**src/rtl/stream_demux_if.sv**
```systemverilog
// stream_demux_if: producer-side and consumer-side handshake bundle for stream_demux
interface stream_demux_if #(
  parameter int DATA_W = 8,
  parameter int NUM_CH = 8,
  parameter int SEL_W  = ($clog2(NUM_CH) < 1) ? 1 : $clog2(NUM_CH)
);
  logic [DATA_W-1:0] in_data;
  logic              in_valid;
  logic              in_last;
  logic [SEL_W-1:0]  in_sel;
  logic              in_ready;
  logic [DATA_W-1:0] out_data;
  logic              out_last;
  logic [NUM_CH-1:0] out_valid;
  logic [NUM_CH-1:0] out_ready;
  modport master (
    output in_data, in_valid, in_last, in_sel, out_ready,
    input  in_ready, out_data, out_last, out_valid
  );
  modport slave (
    input  in_data, in_valid, in_last, in_sel, out_ready,
    output in_ready, out_data, out_last, out_valid
  );
endinterface

```
**src/rtl/stream_demux.sv**
```systemverilog
// stream_demux: registered 1-to-NUM_CH valid/ready demux with optional packet route locking and drop counting
module stream_demux #(
  parameter int DATA_W   = 8,
  parameter int NUM_CH   = 8,
  parameter int SEL_W    = ($clog2(NUM_CH) < 1) ? 1 : $clog2(NUM_CH),
  parameter int PKT_MODE = 1
) (
  input  logic               clk,
  input  logic               rst,
  stream_demux_if.slave      bus,
  output logic [15:0]        drop_cnt,
  output logic               busy
);
  typedef enum logic {IDLE, LOCKED} state_t;
  state_t            state_q, state_d;
  logic              full_q, full_d;
  logic [SEL_W-1:0]  ch_q, ch_d;
  logic [SEL_W-1:0]  lock_q, lock_d;
  logic [DATA_W-1:0] data_q, data_d;
  logic              last_q, last_d;
  logic [15:0]       cnt_q, cnt_d;
  logic [SEL_W-1:0]  eff_sel;
  logic              sel_ok;
  logic              fire;
  logic              acc;
  always_ff @(posedge clk or posedge rst) begin
    if (rst) begin
      state_q <= IDLE;
      full_q  <= 1'b0;
      ch_q    <= '0;
      lock_q  <= '0;
      data_q  <= '0;
      last_q  <= 1'b0;
      cnt_q   <= '0;
    end else begin
      state_q <= state_d;
      full_q  <= full_d;
      ch_q    <= ch_d;
      lock_q  <= lock_d;
      data_q  <= data_d;
      last_q  <= last_d;
      cnt_q   <= cnt_d;
    end
  end
  always_comb begin
    state_d = (PKT_MODE == 0 || !acc) ? state_q : (bus.in_last ? IDLE : LOCKED);
    lock_d  = (PKT_MODE != 0 && acc && state_q == IDLE && !bus.in_last) ? bus.in_sel : lock_q;
    full_d  = (acc && sel_ok) ? 1'b1 : (fire ? 1'b0 : full_q);
    ch_d    = (acc && sel_ok) ? eff_sel : ch_q;
    data_d  = (acc && sel_ok) ? bus.in_data : data_q;
    last_d  = (acc && sel_ok) ? bus.in_last : last_q;
    cnt_d   = (acc && !sel_ok && cnt_q != '1) ? cnt_q + 16'd1 : cnt_q;
  end
  always_comb begin
    eff_sel       = (PKT_MODE != 0 && state_q == LOCKED) ? lock_q : bus.in_sel;
    sel_ok        = 32'(eff_sel) < NUM_CH;
    bus.out_valid = full_q ? (NUM_CH'(1) << ch_q) : '0;
    bus.out_data  = data_q;
    bus.out_last  = last_q;
    fire          = |(bus.out_valid & bus.out_ready);
    bus.in_ready  = !sel_ok || !full_q || fire;
    acc           = bus.in_valid && bus.in_ready;
    busy          = state_q == LOCKED || full_q;
    drop_cnt      = cnt_q;
  end
endmodule
```
**src/flat_wrapper.sv**
```systemverilog
// flat-port wrapper written by rule: the top's interface ports become plain ports
module stream_demux_flat 
#(
  parameter int DATA_W   = 8,
  parameter int NUM_CH   = 8,
  parameter int SEL_W    = ($clog2(NUM_CH) < 1) ? 1 : $clog2(NUM_CH),
  parameter int PKT_MODE = 1
)
  (clk, rst, drop_cnt, busy, bus_in_data, bus_in_valid, bus_in_last, bus_in_sel, bus_out_ready, bus_in_ready, bus_out_data, bus_out_last, bus_out_valid);
  stream_demux_if #(.DATA_W(DATA_W), .NUM_CH(NUM_CH), .SEL_W(SEL_W)) bus_i ();
  input  logic clk;
  input  logic rst;
  output logic [15:0] drop_cnt;
  output logic busy;
  input wire logic [$bits(bus_i.in_data)-1:0] bus_in_data;
  input wire logic [$bits(bus_i.in_valid)-1:0] bus_in_valid;
  input wire logic [$bits(bus_i.in_last)-1:0] bus_in_last;
  input wire logic [$bits(bus_i.in_sel)-1:0] bus_in_sel;
  input wire logic [$bits(bus_i.out_ready)-1:0] bus_out_ready;
  output wire logic [$bits(bus_i.in_ready)-1:0] bus_in_ready;
  output wire logic [$bits(bus_i.out_data)-1:0] bus_out_data;
  output wire logic [$bits(bus_i.out_last)-1:0] bus_out_last;
  output wire logic [$bits(bus_i.out_valid)-1:0] bus_out_valid;
  assign bus_i.in_data = bus_in_data;
  assign bus_i.in_valid = bus_in_valid;
  assign bus_i.in_last = bus_in_last;
  assign bus_i.in_sel = bus_in_sel;
  assign bus_i.out_ready = bus_out_ready;
  assign bus_in_ready = bus_i.in_ready;
  assign bus_out_data = bus_i.out_data;
  assign bus_out_last = bus_i.out_last;
  assign bus_out_valid = bus_i.out_valid;
  stream_demux #(.DATA_W(DATA_W), .NUM_CH(NUM_CH), .SEL_W(SEL_W), .PKT_MODE(PKT_MODE)) u_core (.clk(clk), .rst(rst), .bus(bus_i), .drop_cnt(drop_cnt), .busy(busy));
endmodule
```
**config.mk**
```make
export PLATFORM = sky130hd
export DESIGN_NAME = stream_demux_flat
export DESIGN_NICKNAME = d
export VERILOG_FILES = /design/src/rtl/stream_demux_if.sv /design/src/rtl/stream_demux.sv /design/src/flat_wrapper.sv
export SDC_FILE = /design/constraint.sdc
export NUM_CORES = 1
export LEC_CHECK = 0
export CORE_AREA = 2 2 57 59
export CTS_CLUSTER_DIAMETER = 60
export DETAILED_ROUTE_END_ITERATION = 10
export DIE_AREA = 0 0 59 61
export GPL_TIMING_DRIVEN = 1
export PLACE_DENSITY = 0.8
export SKIP_LAST_GASP = 1
export SYNTH_ARGS = -nofsm -noshare
export SYNTH_HDL_FRONTEND = slang
export SYNTH_SLANG_ARGS = --single-unit
```
**constraint.sdc**
```tcl
create_clock -name clk -period 2.9 [get_ports clk]
set_input_delay 0.29 -clock clk [delete_from_list [all_inputs] [get_ports clk]]
set_output_delay 0.29 -clock clk [all_outputs]
set_load 0.01 [all_outputs]
```
# ---- After elaboration in Yosys (flattened, before gate mapping)
# Index checks and enable logic that the tools add are counted.
dict set report op_classes {
  muxes 5
  bitwise 2
  reduce_logical 9
  shifts 1
}
# cell n
set op_table {}
lappend op_table {{$and 8x8->8} 1}
lappend op_table {{$mux 8} 1}
lappend op_table {{$reduce_or 8->1} 1}
lappend op_table {{$shl 1x3->8 const A} 1}
lappend op_table {{$logic_and 1x1->1} 3}
lappend op_table {{$mux 1} 3}
lappend op_table {{$mux 3} 1}
lappend op_table {{$logic_not 1->1} 2}
lappend op_table {{$logic_or 1x1->1} 2}
lappend op_table {{$reduce_bool 2->1} 1}
lappend op_table {{$not 1->1} 1}
dict set report totals {
  in_bits 23
  regBits 17
  output_inout_bits 35
}

# ---- Logic depth before layout (Yosys ltp)
# Gate-level depths: netlist of the first run.
dict set report logic_depth {
  word_depth 8
  depth_mapped 6
  ltp_nobuf 4
}

# ---- Worst setup path after synthesis of the first run
# OpenSTA, ideal clock, no wires.
dict set report synth_path {
  path_type {reg-to-reg}
  from {register u_core.ch_q[0]}
  to {register u_core.data_q[0], in the netlist u_core.bus.out_data[0]}
  required_time_ns 2.775
  slack_ns 1.208
  setup_ns 0.125
  stages_incl_launch_ff 7
  t_arrival_ns 1.567
  cell_sequence {dfrtp_1 > buf_6 > mux2i_1 > o221ai_2 > o31ai_4 > buf_6 > mux2_4}
}
dict set report synth_via {
  elab_chain_cells 6
}
# element line_no
set synth_rtl {}
lappend synth_rtl {{start: declaration} stream_demux.sv:17} ;# logic [SEL_W-1:0] ch_q, ch_d;
lappend synth_rtl {{start signal: assignment} stream_demux.sv:38} ;# ch_q <= ch_d;
lappend synth_rtl {{$shl 1x3->8} stream_demux.sv:57} ;# bus.out_valid = full_q ? (NUM_CH'(1) << ch_q) : '0;
lappend synth_rtl {{$mux 8} stream_demux.sv:57}
lappend synth_rtl {{$and 8x8->8} stream_demux.sv:60} ;# fire = |(bus.out_valid & bus.out_ready);
lappend synth_rtl {{$reduce_or 8->1} stream_demux.sv:60}
lappend synth_rtl {{$logic_or 1x1->1} stream_demux.sv:61} ;# bus.in_ready = !sel_ok || !full_q || fire;
lappend synth_rtl {{$logic_and 1x1->1} stream_demux.sv:62} ;# acc = bus.in_valid && bus.in_ready;
lappend synth_rtl {{end signal: assignment} stream_demux.sv:40} ;# data_q <= data_d;
lappend synth_rtl {{end: declaration} stream_demux.sv:19} ;# logic [DATA_W-1:0] data_q, data_d;
# Every way passes these cells.
# A chain may end at the register's enable or synchronous reset.

# ---- Worst setup path in the final report of the first run
dict set report layout_path {
  from {register u_core.ch_q[0]}
  to {output bus_in_ready}
}
dict set report layout_via {
  elab_chain_cells 5
}
# element line_no
set layout_rtl {}
lappend layout_rtl {{$shl 1x3->8} stream_demux.sv:57}
lappend layout_rtl {{$mux 8} stream_demux.sv:57}
lappend layout_rtl {{$and 8x8->8} stream_demux.sv:60}
lappend layout_rtl {{$reduce_or 8->1} stream_demux.sv:60}
lappend layout_rtl {{$logic_or 1x1->1} stream_demux.sv:61}
lappend layout_rtl {{end: declaration} flat_wrapper.sv:20} ;# output wire logic [$bits(bus_i.in_ready)-1:0] bus_in_ready;
# Every way passes these cells.

==> results of run 1 <==
==> cell usage after synthesis, types with 2 or more instances <==
cell / number / area [um2]
mux2_2: 9 / 101
nand3b_1: 2 / 15.0
buf_4: 16 / 120
mux2_4: 9 / 135
inv_1: 3 / 11.3
nor3_1: 2 / 10.0
mux2i_1: 3 / 30.0
dfrtp_1: 17 / 425
nor2_1: 6 / 22.5
nand2b_1: 3 / 18.8
buf_6: 4 / 45.0
nand2_1: 4 / 15.0
==> registers in the layout (all words and copies together) (netlist names) <==
register and count:
u_core.full_q 1, u_core.bus.out_data 8, u_core.state_q 1, u_core.ch_q 3, u_core.lock_q 3, u_core.bus.out_last 1
==> cells by family (layout without fill, tap and decap cells) <==
group	after synthesis	in the layout	synth area share [%]
and+or+nand+nor	22	22	10.8
DFF	17	17	39.4
AOI/OAI and AO/OA	5	5	8.56
muxes	21	21	24.7
buffers and inverters	23	49	16.3
other	1	16	0.347
==> power by group through the flow <==
stage | combinational, mW | clock [mW] | sequential (mW)
global placement | 0.820 | 0 | 0.484
CTS | 0.841 | 0.132 | 0.490
global route | 0.894 | 0.142 | 0.507
floorplan | 0.595 | 0 | 0.456
detailed placement | 0.839 | 0 | 0.487
finish | 0.830 | 0.127 | 0.486
==> worst max path at each step <==
| stage | endpoint | startpoint | cells past startpoint |
|---|---|---|---|
| 2_1_floorplan | u_core.bus.out_data[0]$_DFFE_PP0P_ | u_core.ch_q[0]$_DFFE_PP0P_ | 6 |
| 3_3_place_gp | bus_in_ready | bus_out_ready[7] | 5 |
| 3_5_place_dp | bus_in_ready | bus_out_ready[1] | 5 |
| 4_1_cts | bus_in_ready | u_core.ch_q[0]$_DFFE_PP0P_ | 4 |
| 5_1_grt | bus_in_ready | u_core.ch_q[0]$_DFFE_PP0P_ | 4 |
| 6_report | bus_in_ready | u_core.ch_q[0]$_DFFE_PP0P_ | 4 |
==> final cells by class <==
type                    instances  area [um2]  area share (%)
clock buffers                   3        22.5            1.54
clock inverters                 1        5.00           0.343
inverters                       3        11.3           0.772
multi-input cells              64         536            36.7
flip-flops and latches         17         425            29.2
well taps                      33        41.3            2.83
repair buffers                 42         418            28.6
==> routing by layer <==
layer | GRT usage [%] | up-vias | wire length [um]
li1 | - | 347 | -
met1 | 13.7 | 340 | 812
met2 | 22.7 | 45 | 1030
met3 | 3.41 | 2 | 201
met4 | 3.90 | 0 | 14
met5 | 0 | - | 0
==> critical path: cells and delay by family, from the launching register on <==
family | cells | cell delay [ns]
AND/OR/NAND/NOR | 1 | 0.45
AO/OA/AOI/OAI | 1 | 0.17
multiplexers | 1 | 0.28
flip-flops | 1 | 0.58
buffers and inverters | 1 | 0.50
==> metrics by stage <==
step	hold WS [ns]	setup slack (ns)	utilization, %	power (mW)
2_1_floorplan	0.216	1.21	-	1.05
3_3_place_gp	0.481	0.644	48.5	1.30
3_5_place_dp	0.487	0.619	48.5	1.33
4_1_cts	0.405	0.312	49.4	1.46
5_1_grt	0.454	0.233	49.4	1.54
6_report	0.383	0.333	49.4	1.44
==> metrics.md, run 1 <==
| Metric | Value |
|---|---|
| Status | completed |
| Asr flop ratio synth | 100% |
| Total routed wirelength | 2.06 mm |
| Clk sinks | 17 |
| Final Skew | 0.00331 ns |
| Net Sw Power | 517 uW |
| Post-route cell area | 1460 um2 |
| Final Non-Filler Cells | 163 |
| Slowest cell on the critical path | dfrtp_1 |
| Antenna violations before repair | 0 |
| Reg2reg setup slack | 0.96 ns |
| Worst r2r dst | u_core.bus.out_data[7]$_DFFE_PP0P_ |
| Total number of vias | 734 |
| CP max stage delay | 0.58 ns |
| Min Tclk post-route | 2.57 ns |
| Initial Utilization | 36.6% |
| Number of cells upsized or downsized after cts | 0 |
| Max clock buf depth | 2 |
| Largest net degree at the start of global routing | 18 |
| DR pass1 iterations | 4 |
| Startpoint types | register |
| Final setup vio count | 0 |
| Final hold vios | 0 |
| Leak | 0.637 nW |
| Avg Vias per Cell | 4.50 |
| Vias in the first global route | 750 |
| HP Class | primary input to async pin |
| Tcrit/Tclk final | 88.5% |
| Achievable clock frequency | 0.390 GHz |
| Placed wire-length estimate | 1.65 mm |
| Sw Share | 35.8% |
| Fillers | 284 |
| Routed Antenna Nets | 0 |
| PwrDens | 989 nW/um2 |
| Die area | 3600 um2 |
| Max IR drop VDD | 0.000483 V |
| DP Cell Count | 159 |
| Yosys cell types | 23 |
| Reg power frac | 33.7% |
| Sum Neg Setup Slack | 0 ns |
| Total GRT Usage | 12.3% |
| Die W | 59 um |
| Syn Inst Count | 89 |
| Placed cell areas | 1430 um2 |
| Avg WL per Cell | 12.7 um |
| Register area share after synthesis | 39.4% |
| Num rows | 20 |
| Post-synthesis cell area | 1080 um2 |
| # port buffers | 41 |
| Crit end category | output pin |
| Pint | 927 uW |
| H-tree depth | 1 |
| Clock-pin slew on the worst setup and hold paths | 0.10 ns |
| CTS tree | done |
| Synth warn | 0 |
| CTS Root Cell | clkbuf_4 |
| Most frequent cells in the layout | clkdlybuf4s50_1, dfrtp_1, conb_1 |
| Worst setup path class | register to output pin |
| Critical-path cell list | mux2i_1 > o221ai_2 > or3_2 > clkdlybuf4s50_1 |
| Synthesis-to-finish area growth | 35.0% |
| Pins over their slew limit | 0 |
| Slew headroom | 56.3% |
| Comb pwr share | 57.5% |
| CTS buffer count | 3 |
| # hold bufs at CTS | 0 |
| Reg2reg start | u_core.ch_q[0]$_DFFE_PP0P_ |
| Share of cells above drive strength 1 | 23.1% |
| Worst-Margin Slew | 0.655 ns |
| Chip height | 61 um |
| Synth Register Bits | 17 |
| CP max FO | 9 |
| Number of max-cap violations | 0 |
| Setup Fix Bufs, Post-CTS | 0 |
| DRC | 0 |
| Remaining Overflow, GRT | 0 |
| Number of synthesized flops with an enable pin | 0 |
| Most used DFF post-synth | dfrtp_1 |
| Post-synthesis area per instance | 12.1 um2 |
| Worst R2R Path Depth | 5 |
| DRT iter0 DRCs | 7 |
| IO Count | 58 |
| Nets | 154 |
| Clk network pwr share | 8.8% |
| First-pass GRT wire length | 3.34 mm |
| Core footprint | 2950 um2 |
| RSZ-0062 raised after global routing | no |
| Req. time, crit path | 2.61 ns |
| Most common cell after layout, fill and taps aside | clkdlybuf4s50_1 |
| Antenna cells | 0 |
| CP arrival | 2.28 ns |
| Placer Congestion | 0.726 |
| Worst skew pair latency | 0.29 ns |
(Power assumes the default switching activity.)
==> run 2: changes to the inputs <==
==> constraint.sdc (replaced) <==
create_clock -name clk -period 3.24 [get_ports clk]
set_input_delay 0.324 -clock clk [delete_from_list [all_inputs] [get_ports clk]]
set_output_delay 0.324 -clock clk [all_outputs]
set_load 0.01 [all_outputs]
==> run 2 against run 1 <==
  * First-iteration DRC count up 43%
  * Non-clock buffer count down 1
  * Hold slack better by 0.031 ns
  * Power down 11%
  * Cell count down 0.61%
  * Clock skew up 0.0052 ns
  * Register-to-register slack better by 0.04 ns
  * Critical path depth unchanged
  * Global-route usage down 0.36 points
  * Largest power group unchanged
  * Largest cell class unchanged
==> metrics.md, run 2 (synthesis gave the netlist of run 1 again) <==
| Metric | Value |
|---|---|
| CP arrival | 2.26 ns |
| Die W | 59 um |
| Reg power frac | 33.8% |
| Pre-CTS setup slack | 0.879 ns |
| Net Sw Power | 463 uW |
| CP max FO | 9 |
| First-pass GRT wire length | 3.29 mm |
| Pins over their slew limit | 0 |
| Clock-pin slew on the worst setup and hold paths | 0.11 ns |
| Final hold vios | 0 |
| Pint | 824 uW |
| Setup Fix Bufs, Post-CTS | 0 |
| Antenna cells | 0 |
| Startpoint types | register |
| Remaining Overflow, GRT | 0 |
| Comb pwr share | 57.4% |
| Max IR drop VDD | 0.000416 V |
| CP max stage delay | 0.57 ns |
| Number of flip-flops in the largest register | 8 |
| Final Non-Filler Cells | 162 |
| Achievable clock frequency | 0.387 GHz |
| DR pass1 iterations | 4 |
| Synthesis-to-finish area growth | 34.3% |
| Number of max-cap violations | 0 |
| Core footprint | 2950 um2 |
| Tcrit/Tclk final | 79.8% |
| CTS buffer count | 3 |
| Clk network pwr share | 8.8% |
| Crit end category | output pin |
| Req. time, crit path | 2.92 ns |
| Most frequent cells in the layout | clkdlybuf4s50_1, dfrtp_1, conb_1 |
| RSZ-0062 raised after global routing | no |
| Status | completed |
| Avg Vias per Cell | 4.60 |
| Placer Congestion | 0.727 |
| Final setup vio count | 0 |
| Leak | 0.633 nW |
| Sw Share | 36.0% |
| Antenna violations before repair | 0 |
| Total GRT Usage | 11.9% |
| # hold bufs at CTS | 0 |
| Number of cells upsized or downsized after cts | 0 |
| WP buf/inv | 1 |
| Worst setup path class | register to output pin |
| Critical-path cell list | mux2i_1 > o221ai_2 > or3_2 > clkdlybuf4s50_1 |
| Max clock buf depth | 2 |
| Most common cell after layout, fill and taps aside | clkdlybuf4s50_1 |
| Total routed wirelength | 2.01 mm |
| PwrDens | 887 nW/um2 |
| IO Count | 58 |
| DRT iter0 DRCs | 10 |
| HP Class | primary input to async pin |
| Total number of vias | 745 |
| # port buffers | 41 |
| Routed Antenna Nets | 0 |
| Min Tclk post-route | 2.59 ns |
| Nets | 153 |
| CTS tree | done |
| Avg WL per Cell | 12.4 um |
| Clk sinks | 17 |
| DP Cell Count | 158 |
| Initial Utilization | 36.6% |
| Placed wire-length estimate | 1.58 mm |
| Vias in the first global route | 754 |
| Slowest cell on the critical path | dfrtp_1 |
| Num rows | 20 |
| Share of cells above drive strength 1 | 22.5% |
| Largest net degree at the start of global routing | 18 |
| Die area | 3600 um2 |
| CTS Root Cell | clkbuf_4 |
| CP top delay family | flip-flops |
| H-tree depth | 1 |
| Final worst slack | 0.654 ns |
| Sum Neg Setup Slack | 0 ns |
| Slew headroom | 45.3% |
| Chip height | 61 um |
| Final Skew | 0.00848 ns |
| Worst skew pair latency | 0.29 ns |
| Worst-Margin Slew | 0.821 ns |
| DRC | 0 |
[run 2: metrics by stage]
stage          instance area, um2  total power, mW  hold slack (ns)  util, %
3_5_place_dp                 1420             1.18            0.487     48.2
6_report                     1450             1.29            0.414     49.2
5_1_grt                      1450             1.38            0.485     49.2
2_1_floorplan                1140            0.941            0.250        -
4_1_cts                      1450             1.30            0.441     49.2
3_3_place_gp                 1420             1.16            0.481     48.2
[run 2: final timing paths]
path | slack (ns) | start | cells after the start | to
setup / recovery | 0.65 | u_core.ch_q[0]$_DFFE_PP0P_ | 4 | bus_in_ready
hold / removal | 0.41 | rst | 2 | u_core.bus.out_data[7]$_DFFE_PP0P_
setup reg to reg | 1.00 | u_core.ch_q[0]$_DFFE_PP0P_ | 4 | u_core.bus.out_data[7]$_DFFE_PP0P_
hold reg to reg | 0.51 | u_core.lock_q[1]$_DFFE_PP0P_ | 1 | u_core.lock_q[1]$_DFFE_PP0P_
max in group asynchronous | 2.40 | rst | 2 | u_core.bus.out_data[0]$_DFFE_PP0P_
min in group clk | 0.51 | u_core.lock_q[1]$_DFFE_PP0P_ | 1 | u_core.lock_q[1]$_DFFE_PP0P_
[run 2: area by class of cell]
class	count	area [um2]
fillers	273	1500
multi-input cells	64	536
flip-flops and latches	17	425
repair buffers	41	410
well taps	33	41.3
clock buffers	3	22.5
inverters	3	11.3
clock inverters	1	5.00
[run 2: worst reg2reg max path, stage by stage (launching register included)]
cell	delay, ns
dfrtp_1	0.57
mux2i_1	0.27
o221ai_2	0.18
o31ai_4	0.70
mux2_2	0.41
[run 2: power by group through the flow]
stage	Clock, mW	Sequential (mW)	Combinational, mW
global placement	0	0.433	0.729
global route	0.126	0.454	0.801
floorplan	0	0.408	0.533
finish	0.113	0.435	0.739
detailed placement	0	0.436	0.744
CTS	0.118	0.439	0.747
[run 2: metal layers]
metal	part of all wire (%)	track usage (%)	routed length, um
met1	42	13.6	834
met2	49	21.9	977
met3	9.7	3.41	195
met4	0	2.92	0
met5	0	0	0
